==> config.mk <==
export PLATFORM = sky130hd
export DESIGN_NAME = pipe_hazard_ctrl_flat
export DESIGN_NICKNAME = d
export VERILOG_FILES = /design/src/rtl/pipe_hazard_if.sv /design/src/rtl/pipe_hazard_ctrl.sv /design/src/flat_wrapper.sv
export SDC_FILE = /design/constraint.sdc
export NUM_CORES = 1
export LEC_CHECK = 0
export ABC_AREA = 1
export BUFFER_PORTS_ARGS = -buffer_cell sky130_fd_sc_hd__buf_2
export CAP_MARGIN = 20
export CORE_MARGIN = 2
export CORE_UTILIZATION = 39
export CTS_CLUSTER_SIZE = 25
export DETAILED_ROUTE_END_ITERATION = 16
export PLACE_DENSITY = 0.81
export SETUP_SLACK_MARGIN = 0.4
export SKIP_LAST_GASP = 1
export SLEW_MARGIN = 20
export SYNTH_ARGS = -nofsm -noshare
export SYNTH_HDL_FRONTEND = slang
export SYNTH_SLANG_ARGS = --single-unit
==> constraint.sdc <==
create_clock -name clk -period 1.6 [get_ports clk]
set_input_delay 0.08 -clock clk [delete_from_list [all_inputs] [get_ports clk]]
set_output_delay 0.08 -clock clk [all_outputs]
set_load 0.005 [all_outputs]
==> src/rtl/pipe_hazard_if.sv <==
// pipe_hazard_if: hazard-controller bundle; the pipeline side is master, the controller is slave.
interface pipe_hazard_if;
    logic [4:0]  id_rs, id_rt, ex_rt;
    logic        id_uses_rs, id_uses_rt, ex_mem_read, ex_redirect, mem_req, mem_ready;
    logic        pc_en, if_id_en, if_id_flush, id_ex_bubble, id_ex_flush, pipe_freeze, mem_err;
    logic [31:0] stall_cnt, flush_cnt;
    modport master (
        output id_rs, id_rt, id_uses_rs, id_uses_rt, ex_mem_read, ex_rt, ex_redirect, mem_req, mem_ready,
        input  pc_en, if_id_en, if_id_flush, id_ex_bubble, id_ex_flush, pipe_freeze, mem_err, stall_cnt, flush_cnt
    );
    modport slave (
        input  id_rs, id_rt, id_uses_rs, id_uses_rt, ex_mem_read, ex_rt, ex_redirect, mem_req, mem_ready,
        output pc_en, if_id_en, if_id_flush, id_ex_bubble, id_ex_flush, pipe_freeze, mem_err, stall_cnt, flush_cnt
    );
endinterface

==> src/rtl/pipe_hazard_ctrl.sv <==
// pipe_hazard_ctrl: load-use/redirect hazard control plus data-memory wait/timeout freeze FSM.
// Define HAZ_PERF_EN to build the saturating stall/flush performance counters.
module pipe_hazard_ctrl #(
    parameter int MEM_TIMEOUT = 16,
    parameter int CNT_W       = 5
) (
    input logic clk,
    input logic reset,
    pipe_hazard_if.slave bus
);
    typedef enum logic [1:0] {RUN, MEM_WAIT, ERR} state_t;
    state_t           state;
    logic [CNT_W-1:0] wait_cnt;
    logic             freeze, load_use;
    always_comb begin
        freeze   = (state == RUN && bus.mem_req && !bus.mem_ready) ||
                   (state == MEM_WAIT && !bus.mem_ready) || state == ERR;
        load_use = bus.ex_mem_read && bus.ex_rt != 5'd0 &&
                   ((bus.id_uses_rs && bus.id_rs == bus.ex_rt) || (bus.id_uses_rt && bus.id_rt == bus.ex_rt));
    end
    // Redirect squashes the dependent instruction, so it wins over load_use.
    assign bus.pipe_freeze  = freeze;
    assign bus.pc_en        = !freeze && (bus.ex_redirect || !load_use);
    assign bus.if_id_en     = !freeze && (bus.ex_redirect || !load_use);
    assign bus.if_id_flush  = !freeze && bus.ex_redirect;
    assign bus.id_ex_flush  = !freeze && bus.ex_redirect;
    assign bus.id_ex_bubble = !freeze && !bus.ex_redirect && load_use;
    assign bus.mem_err      = state == ERR;
    always_ff @(posedge clk) begin
        if (reset) begin
            state    <= RUN;
            wait_cnt <= '0;
        end else begin
            case (state)
                RUN: if (bus.mem_req && !bus.mem_ready) begin
                    state    <= MEM_WAIT;
                    wait_cnt <= CNT_W'(1);
                end
                MEM_WAIT: if (bus.mem_ready) begin
                    state    <= RUN;
                    wait_cnt <= '0;
                end else if (wait_cnt == CNT_W'(MEM_TIMEOUT - 1)) begin
                    state <= ERR;
                end else begin
                    wait_cnt <= wait_cnt + CNT_W'(1);
                end
                default: state <= ERR;
            endcase
        end
    end
`ifdef HAZ_PERF_EN
    logic [31:0] stall_q, flush_q;
    always_ff @(posedge clk) begin
        if (reset) begin
            stall_q <= '0;
            flush_q <= '0;
        end else begin
            if ((bus.id_ex_bubble || freeze) && stall_q != '1) stall_q <= stall_q + 32'd1;
            if (bus.id_ex_flush && flush_q != '1) flush_q <= flush_q + 32'd1;
        end
    end
    assign bus.stall_cnt = stall_q;
    assign bus.flush_cnt = flush_q;
`else
    assign bus.stall_cnt = '0;
    assign bus.flush_cnt = '0;
`endif
endmodule

==> src/flat_wrapper.sv <==
// flat-port wrapper written by rule: the top's interface ports become plain ports
module pipe_hazard_ctrl_flat 
#(
    parameter int MEM_TIMEOUT = 16,
    parameter int CNT_W       = 5
)
  (clk, reset, bus_id_rs, bus_id_rt, bus_id_uses_rs, bus_id_uses_rt, bus_ex_mem_read, bus_ex_rt, bus_ex_redirect, bus_mem_req, bus_mem_ready, bus_pc_en, bus_if_id_en, bus_if_id_flush, bus_id_ex_bubble, bus_id_ex_flush, bus_pipe_freeze, bus_mem_err, bus_stall_cnt, bus_flush_cnt);
  pipe_hazard_if bus_i ();
  input logic clk;
  input logic reset;
  input wire logic [$bits(bus_i.id_rs)-1:0] bus_id_rs;
  input wire logic [$bits(bus_i.id_rt)-1:0] bus_id_rt;
  input wire logic [$bits(bus_i.id_uses_rs)-1:0] bus_id_uses_rs;
  input wire logic [$bits(bus_i.id_uses_rt)-1:0] bus_id_uses_rt;
  input wire logic [$bits(bus_i.ex_mem_read)-1:0] bus_ex_mem_read;
  input wire logic [$bits(bus_i.ex_rt)-1:0] bus_ex_rt;
  input wire logic [$bits(bus_i.ex_redirect)-1:0] bus_ex_redirect;
  input wire logic [$bits(bus_i.mem_req)-1:0] bus_mem_req;
  input wire logic [$bits(bus_i.mem_ready)-1:0] bus_mem_ready;
  output wire logic [$bits(bus_i.pc_en)-1:0] bus_pc_en;
  output wire logic [$bits(bus_i.if_id_en)-1:0] bus_if_id_en;
  output wire logic [$bits(bus_i.if_id_flush)-1:0] bus_if_id_flush;
  output wire logic [$bits(bus_i.id_ex_bubble)-1:0] bus_id_ex_bubble;
  output wire logic [$bits(bus_i.id_ex_flush)-1:0] bus_id_ex_flush;
  output wire logic [$bits(bus_i.pipe_freeze)-1:0] bus_pipe_freeze;
  output wire logic [$bits(bus_i.mem_err)-1:0] bus_mem_err;
  output wire logic [$bits(bus_i.stall_cnt)-1:0] bus_stall_cnt;
  output wire logic [$bits(bus_i.flush_cnt)-1:0] bus_flush_cnt;
  assign bus_i.id_rs = bus_id_rs;
  assign bus_i.id_rt = bus_id_rt;
  assign bus_i.id_uses_rs = bus_id_uses_rs;
  assign bus_i.id_uses_rt = bus_id_uses_rt;
  assign bus_i.ex_mem_read = bus_ex_mem_read;
  assign bus_i.ex_rt = bus_ex_rt;
  assign bus_i.ex_redirect = bus_ex_redirect;
  assign bus_i.mem_req = bus_mem_req;
  assign bus_i.mem_ready = bus_mem_ready;
  assign bus_pc_en = bus_i.pc_en;
  assign bus_if_id_en = bus_i.if_id_en;
  assign bus_if_id_flush = bus_i.if_id_flush;
  assign bus_id_ex_bubble = bus_i.id_ex_bubble;
  assign bus_id_ex_flush = bus_i.id_ex_flush;
  assign bus_pipe_freeze = bus_i.pipe_freeze;
  assign bus_mem_err = bus_i.mem_err;
  assign bus_stall_cnt = bus_i.stall_cnt;
  assign bus_flush_cnt = bus_i.flush_cnt;
  pipe_hazard_ctrl #(.MEM_TIMEOUT(MEM_TIMEOUT), .CNT_W(CNT_W)) u_core (.clk(clk), .reset(reset), .bus(bus_i));
endmodule
**Word-level counts from Yosys, hierarchy flattened**

Index checks and enable logic that the tools add are counted.

- Output and inout port bits: 71
- Logic and storage cells: 44
- Input bits: 23
- Register bits after elaboration: 7

- Muxes and demuxes: 8
- $add $sub $neg: 1
- Reductions and logical operators: 25
- Equality and inequality tests: 8

Operator list:

| cell | number |
|---|---|
| $mux 5 | 3 |
| $logic_and 1x1->1 | 12 |
| $eq 5x5->1 | 2 |
| $pmux 5 s2 | 1 |
| $mux 2 | 3 |
| $ne 3x3->1 const B | 2 |
| $add 5x1->5 const B | 1 |
| $eq 5x4->1 const B | 1 |
| $reduce_bool 5->1 | 1 |
| $logic_not 1->1 | 4 |
| $logic_or 1x1->1 | 4 |
| $pmux 2 s2 | 1 |
| $reduce_and 3->1 | 1 |
| $eq 2x1->1 const B | 1 |
| $eq 2x2->1 const B | 1 |
| $logic_not 2->1 | 1 |
| $ne 2x2->1 const B | 1 |
| $reduce_and 2->1 | 1 |
| $reduce_bool 2->1 | 1 |

**Depth between registers and ports, before layout**

- Word-level depth: 8
- Gate-level depth with buffers: 11

**Least setup slack after synthesis**

Ideal clock, no wire load.

- Path kind: register -> register
- From: register u_core.wait_cnt[0]
- To: register u_core.wait_cnt[2]
- Stages on the path, launching flop included: 12
- Buffers on the path: 0
- Clock period less this slack: 1.316 ns
- Arrival time: 1.200 ns
- Setup slack: 0.284 ns
- Required time: 1.484 ns
- Path through: dfxtp_1 ha_1 nand2_1 nor2_1 ha_1 inv_1 nor2_2 nor2_4 nand2_1 nand2_1 inv_1 nor2_1

- Longest elaborated chain between the ends: 4
- Elaborated cells on any way between the ends: 7
- Those cells by class: add/sub: 1; eq/ne: 2; mux: 3; reduce/logical: 1

RTL lines:

| what | line | text |
|---|---|---|
| start, declared | pipe_hazard_ctrl.sv:13 | `logic [CNT_W-1:0] wait_cnt;` |
| start signal, assigned | pipe_hazard_ctrl.sv:45 | `wait_cnt <= wait_cnt + CNT_W'(1);` |
| $add 5x1->5 | pipe_hazard_ctrl.sv:45 |  |
| $mux 5 | pipe_hazard_ctrl.sv:42 | `end else if (wait_cnt == CNT_W'(MEM_TIMEOUT - 1)) begin` |
| $mux 5 | pipe_hazard_ctrl.sv:39 | `MEM_WAIT: if (bus.mem_ready) begin` |
| $pmux 5 s2 | pipe_hazard_ctrl.sv:34 | `case (state)` |

Several ways; a longest one is shown, not always the timed one. The select of a mux whose other input is x is not followed.
A chain may end at the register's enable or synchronous reset.

**Worst setup path after layout**

- From: register u_core.state[0]
- To: output port bus_if_id_en

- Longest elaborated chain between the ends: 7
- Elaborated cells on any way between the ends: 10
- Those cells by class: eq/ne: 2; reduce/logical: 8

RTL lines:

| what | line | text |
|---|---|---|
| start, declared | pipe_hazard_ctrl.sv:12 | `state_t state;` |
| start signal, assigned | pipe_hazard_ctrl.sv:31 | `state <= RUN;` |
| start signal, assigned | pipe_hazard_ctrl.sv:36 | `state <= MEM_WAIT;` |
| start signal, assigned | pipe_hazard_ctrl.sv:40 | `state <= RUN;` |
| $logic_not 2->1 | pipe_hazard_ctrl.sv:16 | `freeze = (state == RUN && bus.mem_req && !bus.mem_ready) \|\|` |
| $logic_and 1x1->1 (2 in a row) | pipe_hazard_ctrl.sv:16 |  |
| $logic_or 1x1->1 | pipe_hazard_ctrl.sv:16 |  |
| $logic_or 1x1->1 * | pipe_hazard_ctrl.sv:17 | `(state == MEM_WAIT && !bus.mem_ready) \|\| state == ERR;` |
| $logic_not 1->1 * | pipe_hazard_ctrl.sv:24 | `assign bus.if_id_en = !freeze && (bus.ex_redirect \|\| !load_use);` |
| $logic_and 1x1->1 * | pipe_hazard_ctrl.sv:24 |  |
| end, declared | flat_wrapper.sv:21 | `output wire logic [$bits(bus_i.if_id_en)-1:0] bus_if_id_en;` |

Every way passes the cells marked *; elsewhere a longest branch is shown, timed or not.

==> results by group <==
Hold path
  • Hold Crit Depth: 2
  • Worst Hold Class: in -> reg
  • Hold path startpoint: reset
  • Hold EP: u_core.state[0]$_SDFFE_PP0P_

Setup path
  • Setup crit start kind: flop
  • Reg2reg end: u_core.wait_cnt[2]$_SDFFE_PP0P_
  • Worst path cell trace: inv_2 -> nor2_4 -> nand2_2 -> nand2_2 -> nor2_2 -> inv_2 -> a21oi_2 -> buf_2
  • Reg2reg path depth: 11
  • Crit end category: primary output
  • R2R setup slack: 270 ps
  • Slowest stage cell, crit path: dfxtp_4
  • CP Data Required Time: 1520 ps
  • Crit Path Max Fanout: 4
  • Critical path class: reg -> out
  • Worst path arrival time: 1260 ps
  • CP max stage delay: 360 ps
  • Reg-to-Reg Start: u_core.wait_cnt[1]$_SDFFE_PP0P_

Timing
  • Max-slew violation count: 0
  • Setup TNS: 0 ps
  • Final Cycle Share: 83.7%
  • Setup ws final: 260 ps
  • Period minus WS final: 1340 ps
  • RSZ-0062 raised after global routing: true
  • Clock skew: 7.88 ps
  • Fmax: 746 MHz
  • Final setup vio count: 0
  • Final Hold Vio Count: 0

Drt
  • Number of vias per cell: 3.84
  • DR iter-0 viols: 37
  • Via count: 1022
  • WL/cell: 8.19 um
  • Final WL: 2180 um
  • Number of routed nets with antenna violations: 0
  • # DRC: 0
  • TritonRoute pass-1 iters: 4

Floorplan
  • Die width: 58.3 um
  • Std cell rows: 19
  • Core Footprint: 2780 um2
  • Die Area: 3400 um2
  • Initial core utilization: 41.3%
  • Top Ports: 94
  • Die Height: 58.3 um

Power
  • Power density cells: 419 nW/um2
  • Cell-internal power: 0.350 mW
  • Peak VDD IR: 0.000401 V
  • Reg power frac: 33.4%
  • P_leak: 0.803 nW
  • Switching power share of the total: 36.3%
  • Final Power: 0.549 mW
  • Switch Pwr: 0.199 mW
  • Clock power share: 29.9%
  • Combinational Power Share: 36.7%

Global routing
  • Grt ovf: 0
  • Initial antenna violation count: 0
  • Largest net degree at the start of global routing: 7
  • Vias in the first global route: 784
  • GRT Util Overall: 11.9%
  • First-pass GRT wire length: 3120 um

Logic synthesis
  • Async S/R FF share, synth: 0%
  • Post-synthesis sequential area ratio: 12.2%
  • Post-Syn Area: 1150 um2
  • Ys flop type: dfxtp_1
  • Distinct cells, synth: 17
  • Mapped Avg Cell Area: 5.95 um2
  • Post-synth EDFFs: 0
  • Top cells by area, synth: buf_4 43%, nand2_1 15%, dfxtp_1 12%
  • #FFs+latches synth: 7
  • Synth warn: 0
  • Gate Count Post-Synth: 193
  • Largest area contributor in the netlist: buf_4
  • Synth top area share: 43.1%

Clock tree
  • H-Tree Depth: 1
  • CTS Sinks: 7
  • Clk buf depth: 2
  • CTS tree: yes
  • Clock latency on the worst-skew pair: 260 ps
  • CTS clk-pin slew, worst paths: 50 ps
  • Clock Root Buffer: clkbuf_4
  • Cts bufs inserted: 3

Layout
  • Ratio of cells with drive above 1 in the final layout: 33.2%
  • Ant. Diodes: 0
  • P&R area growth vs syn: 14.1%
  • Fillers: 296
  • Multi-input logic area: 751 um2
  • Final nets: 261
  • Register area: 148 um2

Placed design
  • Worst slack, placed: 262 ps
  • GP Congestion: 0.906
  • Dpl hpwl: 1580 um
  • Port-buffer cells: 29

Job
  • # Max-Cap Violations: 0

Outcome
  • Status: completed
## worst max-delay path, delay by kind of cell, from the launching register on
kind	cells	cell delay, ps
compound gates	1	120
buf+inv	3	250
flops	1	360
simple gates	4	280
## how the worst max path moves through the flow
stage	from	endpoint	cells past startpoint
after global routing	u_core.wait_cnt[0]$_SDFFE_PP0P_	u_core.wait_cnt[2]$_SDFFE_PP0P_	11
after global placement	u_core.wait_cnt[0]$_SDFFE_PP0P_	u_core.wait_cnt[2]$_SDFFE_PP0P_	11
after floorplan	u_core.wait_cnt[1]$_SDFFE_PP0P_	u_core.wait_cnt[2]$_SDFFE_PP0P_	11
final	u_core.state[0]$_SDFFE_PP0P_	bus_if_id_en	8
after CTS	u_core.state[0]$_SDFFE_PP0P_	bus_if_id_flush	8
after detailed placement	u_core.wait_cnt[1]$_SDFFE_PP0P_	u_core.wait_cnt[2]$_SDFFE_PP0P_	11
## sequential cells by signal, indices dropped and copies added (netlist names)
signal	flops
u_core.state	2
u_core.wait_cnt	5
## through the flow
step	hold WS, ps	cells	area [um2]	utilization, %
after floorplan	142	256	1410	-
after global placement	303	250	1100	39.5
after detailed placement	305	250	1100	39.5
after CTS	25.9	264	1240	44.5
after global routing	40.0	266	1310	47.1
final	50.5	266	1310	47.1
## kinds of logic after synthesis
| logic type | Yosys count | share of synthesized area [%] |
|---|---|---|
| simple gates | 81 | 29.4 |
| compound gates | 9 | 3.92 |
| fa+ha+maj | 2 | 2.18 |
| buf+inv | 93 | 52.0 |
| other cells | 1 | 0.326 |
| flops | 7 | 12.2 |
## per-layer routing
metal,routed length (um),global-route usage [%],vias up
li1,-,-,531
met1,771,12.4,437
met2,1210,22.8,48
met3,160,1.34,6
met4,41,5.98,0
met5,0,0,-
## synth_stat cells (2+ instances only)
cell and n:
buf_4 66, nand2_1 46, inv_1 25, nor2_1 22
dfxtp_1 7, nand3_1 6, a21oi_1 5, o21ai_0 3
ha_1 2, inv_2 2, nand2_2 2, nor2_2 2
## power groups by stage
stage	Sequential [mW]	Clock [mW]	Combinational, mW
after floorplan	0.187	0	0.225
after global placement	0.187	0	0.161
after detailed placement	0.188	0	0.163
after CTS	0.183	0.173	0.188
after global routing	0.184	0.186	0.233
final	0.183	0.164	0.202
## cells in the final DEF (no fill, tap or decap), types with 4 or more instances in the layout
master,Yosys,layout
conb_1,1,64
inv_1,25,22
nor2_1,22,17
nand2_1,46,40
buf_2,0,29
nand2_2,2,7
nor2_4,1,5
inv_2,2,4
buf_4,66,10
nand3_1,6,4
## area by class of cell
class                           instances  share of cell area [%]
Tap cell                               31                    2.96
Multi-Input combinational cell        156                    57.3
Timing Repair Buffer                   41                    18.5
Inverter                               27                    7.93
Sequential cell                         7                    11.3
Clock buffer                            4                    2.01
## timing repair
item                       CTS  global route
setup buffers               10             2
resized for setup           14            17
hold buffers                 0             0
pin swaps                   12             8
setup endpoints to repair   11            13
(Power assumes the default switching activity.)
